File: src/rtl/blk_359621_if.sv
// rtl/blk_359621_if.sv - channel status / trigger / decode bus for the empty-status updater
interface blk_359621_if #(
  parameter int NC = 4,
  parameter int CW = 3,
  parameter int PW = 2
);
  logic [NC-1:0]    input_channel_empty_status;
  logic [NC*CW-1:0] input_channel_counts;
  logic             trigger_valid;
  logic [NC-1:0]    trigger_icd;
  logic [NC-1:0]    decode_dequeue;
  logic             pipeline_flush;
  logic [NC-1:0]    updated_input_channel_empty_status;
  logic [NC*PW-1:0] pending_dequeue_counts;
  logic             error;

  modport master (
    output input_channel_empty_status, input_channel_counts, trigger_valid,
           trigger_icd, decode_dequeue, pipeline_flush,
    input  updated_input_channel_empty_status, pending_dequeue_counts, error
  );

  modport slave (
    input  input_channel_empty_status, input_channel_counts, trigger_valid,
           trigger_icd, decode_dequeue, pipeline_flush,
    output updated_input_channel_empty_status, pending_dequeue_counts, error
  );
endinterface

File: src/rtl/blk_359621.sv
// rtl/blk_359621.sv - per-channel in-flight dequeue counter masking input channels as empty
module blk_359621 #(
  parameter int NUM_INPUT_CHANNELS   = 4,
  parameter int CHANNEL_BUFFER_DEPTH = 4,
  parameter int MAX_IN_FLIGHT        = 3,
  parameter bit PESSIMISTIC_MODE     = 1'b0
) (
  input logic         clock,
  input logic         reset_n,
  blk_359621_if.slave bus
);
  localparam int NC = NUM_INPUT_CHANNELS;
  localparam int CW = $clog2(CHANNEL_BUFFER_DEPTH + 1);
  localparam int PW = $clog2(MAX_IN_FLIGHT + 1);
  localparam int MW = (CW > PW) ? CW : PW;
  localparam logic [PW-1:0] PMAX = PW'(MAX_IN_FLIGHT);

  logic [PW-1:0] pending      [NC];
  logic [PW-1:0] pending_next [NC];
  logic [NC-1:0] issue;
  logic [NC-1:0] overflow;
  logic [NC-1:0] underflow;
  logic          error_q;

  assign issue = bus.trigger_icd & {NC{bus.trigger_valid}};

  // Issue and commit in the same cycle cancel; otherwise step by one and saturate at the ends.
  always_comb begin
    for (int i = 0; i < NC; i++) begin
      pending_next[i] = pending[i];
      overflow[i]     = 1'b0;
      underflow[i]    = 1'b0;
      if (issue[i] && !bus.decode_dequeue[i]) begin
        if (pending[i] == PMAX) overflow[i] = 1'b1;
        else                    pending_next[i] = pending[i] + 1'b1;
      end else if (!issue[i] && bus.decode_dequeue[i]) begin
        if (pending[i] == '0) underflow[i] = 1'b1;
        else                  pending_next[i] = pending[i] - 1'b1;
      end
    end
  end

  // A flush discards the uncommitted instructions and their dequeues, but keeps the sticky error.
  always_ff @(posedge clock) begin
    if (!reset_n) begin
      for (int i = 0; i < NC; i++) pending[i] <= '0;
      error_q <= 1'b0;
    end else if (bus.pipeline_flush) begin
      for (int i = 0; i < NC; i++) pending[i] <= '0;
    end else begin
      for (int i = 0; i < NC; i++) pending[i] <= pending_next[i];
      if (|(overflow | underflow)) error_q <= 1'b1;
    end
  end

  assign bus.error = error_q;

  for (genvar g = 0; g < NC; g++) begin : g_ch
    logic [MW-1:0] count_ext;
    logic [MW-1:0] pending_ext;
    logic          reserved_all;

    assign count_ext   = MW'(bus.input_channel_counts[g*CW +: CW]);
    assign pending_ext = MW'(pending[g]);
    // Empty to the trigger stage once every buffered item is already claimed by an in-flight dequeue.
    assign reserved_all = PESSIMISTIC_MODE ? (pending[g] != '0) : (count_ext <= pending_ext);
    assign bus.updated_input_channel_empty_status[g] = bus.input_channel_empty_status[g] | reserved_all;
    assign bus.pending_dequeue_counts[g*PW +: PW]     = pending[g];
  end
endmodule

File: src/flat_wrapper.sv
// flat-port wrapper written by rule: the top's interface ports become plain ports
module blk_359621_flat 
#(
  parameter int NUM_INPUT_CHANNELS   = 4,
  parameter int CHANNEL_BUFFER_DEPTH = 4,
  parameter int MAX_IN_FLIGHT        = 3,
  parameter bit PESSIMISTIC_MODE     = 1'b0
)
  (clock, reset_n, bus_input_channel_empty_status, bus_input_channel_counts, bus_trigger_valid, bus_trigger_icd, bus_decode_dequeue, bus_pipeline_flush, bus_updated_input_channel_empty_status, bus_pending_dequeue_counts, bus_error);
  blk_359621_if #(.NC((4)), .CW((3)), .PW((2))) bus_i ();
  input logic clock;
  input logic reset_n;
  input wire logic [$bits(bus_i.input_channel_empty_status)-1:0] bus_input_channel_empty_status;
  input wire logic [$bits(bus_i.input_channel_counts)-1:0] bus_input_channel_counts;
  input wire logic [$bits(bus_i.trigger_valid)-1:0] bus_trigger_valid;
  input wire logic [$bits(bus_i.trigger_icd)-1:0] bus_trigger_icd;
  input wire logic [$bits(bus_i.decode_dequeue)-1:0] bus_decode_dequeue;
  input wire logic [$bits(bus_i.pipeline_flush)-1:0] bus_pipeline_flush;
  output wire logic [$bits(bus_i.updated_input_channel_empty_status)-1:0] bus_updated_input_channel_empty_status;
  output wire logic [$bits(bus_i.pending_dequeue_counts)-1:0] bus_pending_dequeue_counts;
  output wire logic [$bits(bus_i.error)-1:0] bus_error;
  assign bus_i.input_channel_empty_status = bus_input_channel_empty_status;
  assign bus_i.input_channel_counts = bus_input_channel_counts;
  assign bus_i.trigger_valid = bus_trigger_valid;
  assign bus_i.trigger_icd = bus_trigger_icd;
  assign bus_i.decode_dequeue = bus_decode_dequeue;
  assign bus_i.pipeline_flush = bus_pipeline_flush;
  assign bus_updated_input_channel_empty_status = bus_i.updated_input_channel_empty_status;
  assign bus_pending_dequeue_counts = bus_i.pending_dequeue_counts;
  assign bus_error = bus_i.error;
  blk_359621 #(.NUM_INPUT_CHANNELS(NUM_INPUT_CHANNELS), .CHANNEL_BUFFER_DEPTH(CHANNEL_BUFFER_DEPTH), .MAX_IN_FLIGHT(MAX_IN_FLIGHT), .PESSIMISTIC_MODE(PESSIMISTIC_MODE)) u_core (.clock(clock), .reset_n(reset_n), .bus(bus_i));
endmodule
File: config.mk
export PLATFORM = sky130hd
export DESIGN_NAME = blk_359621_flat
export DESIGN_NICKNAME = d
export VERILOG_FILES = /design/src/rtl/blk_359621_if.sv /design/src/rtl/blk_359621.sv /design/src/flat_wrapper.sv
export SDC_FILE = /design/constraint.sdc
export NUM_CORES = 1
export LEC_CHECK = 0
export BUFFER_PORTS_ARGS = -buffer_cell sky130_fd_sc_hd__buf_4
export CORE_MARGIN = 2
export CORE_UTILIZATION = 42
export CTS_BUF_LIST = sky130_fd_sc_hd__clkbuf_4
export DETAILED_ROUTE_END_ITERATION = 8
export HOLD_SLACK_MARGIN = 0.08
export PLACE_DENSITY = 0.77
export SYNTH_ARGS = -nofsm -noshare
export SYNTH_HDL_FRONTEND = slang
export SYNTH_SLANG_ARGS = --single-unit
File: constraint.sdc
create_clock -name clock -period 1.25 [get_ports clock]
set_input_delay 0.125 -clock clock [delete_from_list [all_inputs] [get_ports clock]]
set_output_delay 0.125 -clock clock [all_outputs]
set_load 0.02 [all_outputs]
==> flow_metrics.env <==
export IMPL_crit_path_end_kind="output pin"
export IMPL_numCtsBuffers=3
export IMPL_grt_usage_pct=28.1
export IMPL_area_delta_synth_final_pct=97.9
export IMPL_grt_pass1_wl_um=4350
export IMPL_hold_class="in -> reg"
export IMPL_wl_met1_um=1320
export IMPL_finalMaxSlewViolations=0
export IMPL_slew_limit_headroom_pct=56.1
export IMPL_finalNetCount=197
export IMPL_synth_top_area_cell="edfxtp_1"
export IMPL_routabilityCongestion=0.861
export IMPL_synth_area_leaders="edfxtp_1 23%, ha_1 16%, dfxtp_1 7.6%"
export IMPL_clock_latency_ps=270
export IMPL_min_delay_start="reset_n"
export IMPL_ir_worst_vdd_v=0.000575
export IMPL_ff2ff_setup_slack_ps=-260
export IMPL_start_kind="flip-flop"
export IMPL_dpl_hpwl_um=1700
export IMPL_port_buffer_count=40
export IMPL_dr_wl_met3_um=282
export IMPL_status="finished with violations"
export IMPL_h_tree_depth=1
export IMPL_synthCells=95
export IMPL_r2r_start="u_core.pending[3][1]"
export IMPL_regToRegEndpoint="u_core.pending[3][1]"
export IMPL_cts_root_buf="clkbuf_4"
export IMPL_grt_max_degree=9
export IMPL_min_to="u_core.bus.error"
export IMPL_synth_top_area_share_pct=22.9
export IMPL_die_w_um=47.3
export IMPL_grt_setup_unrepaired="yes"
export IMPL_wl_met2_um=1740
export IMPL_rows=15
export IMPL_initial_core_util_pct=45.0
export IMPL_worstMarginPinSlew_ps=658
export IMPL_arrival_ps=1440
export IMPL_die_y_um=47.3
export IMPL_coreArea_sq_um=1750
export IMPL_diodes=0
export IMPL_syn_cell_area_sq_um=786
export IMPL_pwr_density_cell_nw_per_um2=870
export IMPL_wl_um=3440
export IMPL_drv_cap=0
export IMPL_final_antenna_net_count=0
export IMPL_holdWs_ps=182
export IMPL_yosysWarnings=0
export IMPL_layout_common_cells="47 x buf_4, 12 x buf_6, 11 x inv_1, 7 x nor2_1"
export IMPL_p_leak_uw=0.000699
export IMPL_syn_area_per_cell_sq_um=8.27
export IMPL_cts_tree="done"
export IMPL_drc=0
export IMPL_violations="setup timing"
export IMPL_rr_worst_depth=4
export IMPL_routedWlPerCell_um=18.8
export IMPL_die_area_sq_um=2230
export IMPL_worstPathRequired_ps=1120
export IMPL_hold_depth=3
export IMPL_drt_iter0_markers=44
export IMPL_ys_seq_area_share_pct=30.6
export IMPL_path_clk_slew_ps=60
export IMPL_setup_worst_path_start="u_core.pending[3][1]"
export IMPL_clock_path_buffers=2
export IMPL_worst_slack_ps=-319
export IMPL_crit_type="reg -> out"
export IMPL_max_freq_mhz=637
export IMPL_postLayoutCellArea_sq_um=1560
export IMPL_antenna_found_initial=0
export IMPL_synth_seq_cells=9
export IMPL_worst_path_max_fanout=2
export IMPL_period_share_pct=126
export IMPL_setup_violations=17
export IMPL_finClkSkew_ps=9.63
export IMPL_finalWorstPathRequiredPeriod_ps=1570
export IMPL_hold_viol_final=0
export IMPL_overflow=0
export IMPL_place_area_sq_um=1280
export IMPL_ys_types=29
export IMPL_finalCoreUtilization_pct=89.1
export IMPL_ioPinCount=41
export IMPL_vias=1060
export IMPL_syn_nets=133
export IMPL_clock_sinks=9
export IMPL_drive_gt1_share_pct=64.6
export IMPL_top_layer="met4"
export IMPL_grt_pass1_vias=1051
export IMPL_first_pass_iters=4
export IMPL_viasPerCell=5.79
export IMPL_final_common_cell="buf_4"
==> per-layer routing <==
metal	global-route usage, %	up-vias
met2	53.8	82
met5	0	-
met1	28.2	503
li1	-	465
met4	17.2	0
met3	3.46	10
==> sequential cells by signal, summed over array words and instances (netlist names) <==
| register | cells |
|---|---|
| u_core.bus.error | 1 |
| u_core.pending | 8 |
==> layout make-up <==
| class | instances | area (sq um) |
|---|---|---|
| Fill cell | 74 | 190 |
| Tap cell | 25 | 31.3 |
| Multi-Input combinational cell | 71 | 704 |
| Inverter | 15 | 56.3 |
| Sequential cell | 9 | 245 |
| Clock buffer | 4 | 30.0 |
| Timing Repair Buffer | 59 | 488 |
==> cell usage after synthesis <==
cell	instances
and2_1	2
ha_1	10
nor3_1	2
o311ai_0	2
o22ai_1	1
nand2_1	6
mux2i_1	1
or3_1	1
nor2b_1	1
nor2_1	10
a21bo_2	1
nand3b_1	3
or4_1	1
nand2_2	1
a31oi_1	2
and3_1	1
xnor2_1	2
dfxtp_1	3
o21ai_0	2
o21bai_1	4
inv_1	15
a32o_1	1
o31ai_1	1
a21oi_1	11
xor2_1	1
a311oi_1	1
nor3b_1	1
a211oi_1	2
edfxtp_1	6
==> through the flow <==
step	TNS, ps	power (uW)	instances	worst slack, ps
4_1_cts	-1660	1230	181	-275
6_report	-2660	1350	183	-319
3_3_place_gp	-357	840	172	-63.9
3_5_place_dp	-766	857	172	-112
5_1_grt	-3370	1400	183	-383
2_1_floorplan	-933	632	95	-170
==> critical path, cell delays in order (launching register included) <==
cell,delay [ps]
edfxtp_1,410
inv_2,90
ha_4,210
a21oi_2,140
a21oi_1,70
o21bai_2,120
buf_6,130
==> what timing repair did <==
item                       4_1_cts  5_1_grt
resized for setup               31       10
hold buffers                     0        0
buffers inserted                 6        3
setup endpoints to repair       11       18
pin swaps                       10        8
==> how the worst max path moves through the flow <==
stage,endpoint,slack (ps),depth (start not counted)
5_1_grt,bus_updated_input_channel_empty_status[0],-380,6
3_5_place_dp,u_core.pending[3][1],-110,3
6_report,bus_updated_input_channel_empty_status[3],-320,6
2_1_floorplan,u_core.pending[3][1],-170,3
4_1_cts,bus_updated_input_channel_empty_status[3],-280,4
3_3_place_gp,u_core.pending[3][1],-60,3
==> report_power, final <==
group / total (uW) / internal, uW / switching [uW] / leakage [uW]
clock network: 255 / 145 / 110 / 0.0000184
logic: 729 / 376 / 353 / 0.000588
registers: 369 / 347 / 21.6 / 0.0000928
total: 1350 / 868 / 484 / 0.000699
==> kinds of logic after synthesis <==
group | synth area share (%)
multiplexers | 1.27
flip-flops | 30.6
adder cells (fa/ha/maj) | 15.9
AO/OA/AOI/OAI | 23.2
AND/OR/NAND/NOR | 18.5
buffers and inverters | 7.17
XOR/XNOR | 3.34
No activity file was read; power rests on OpenSTA's default activity.
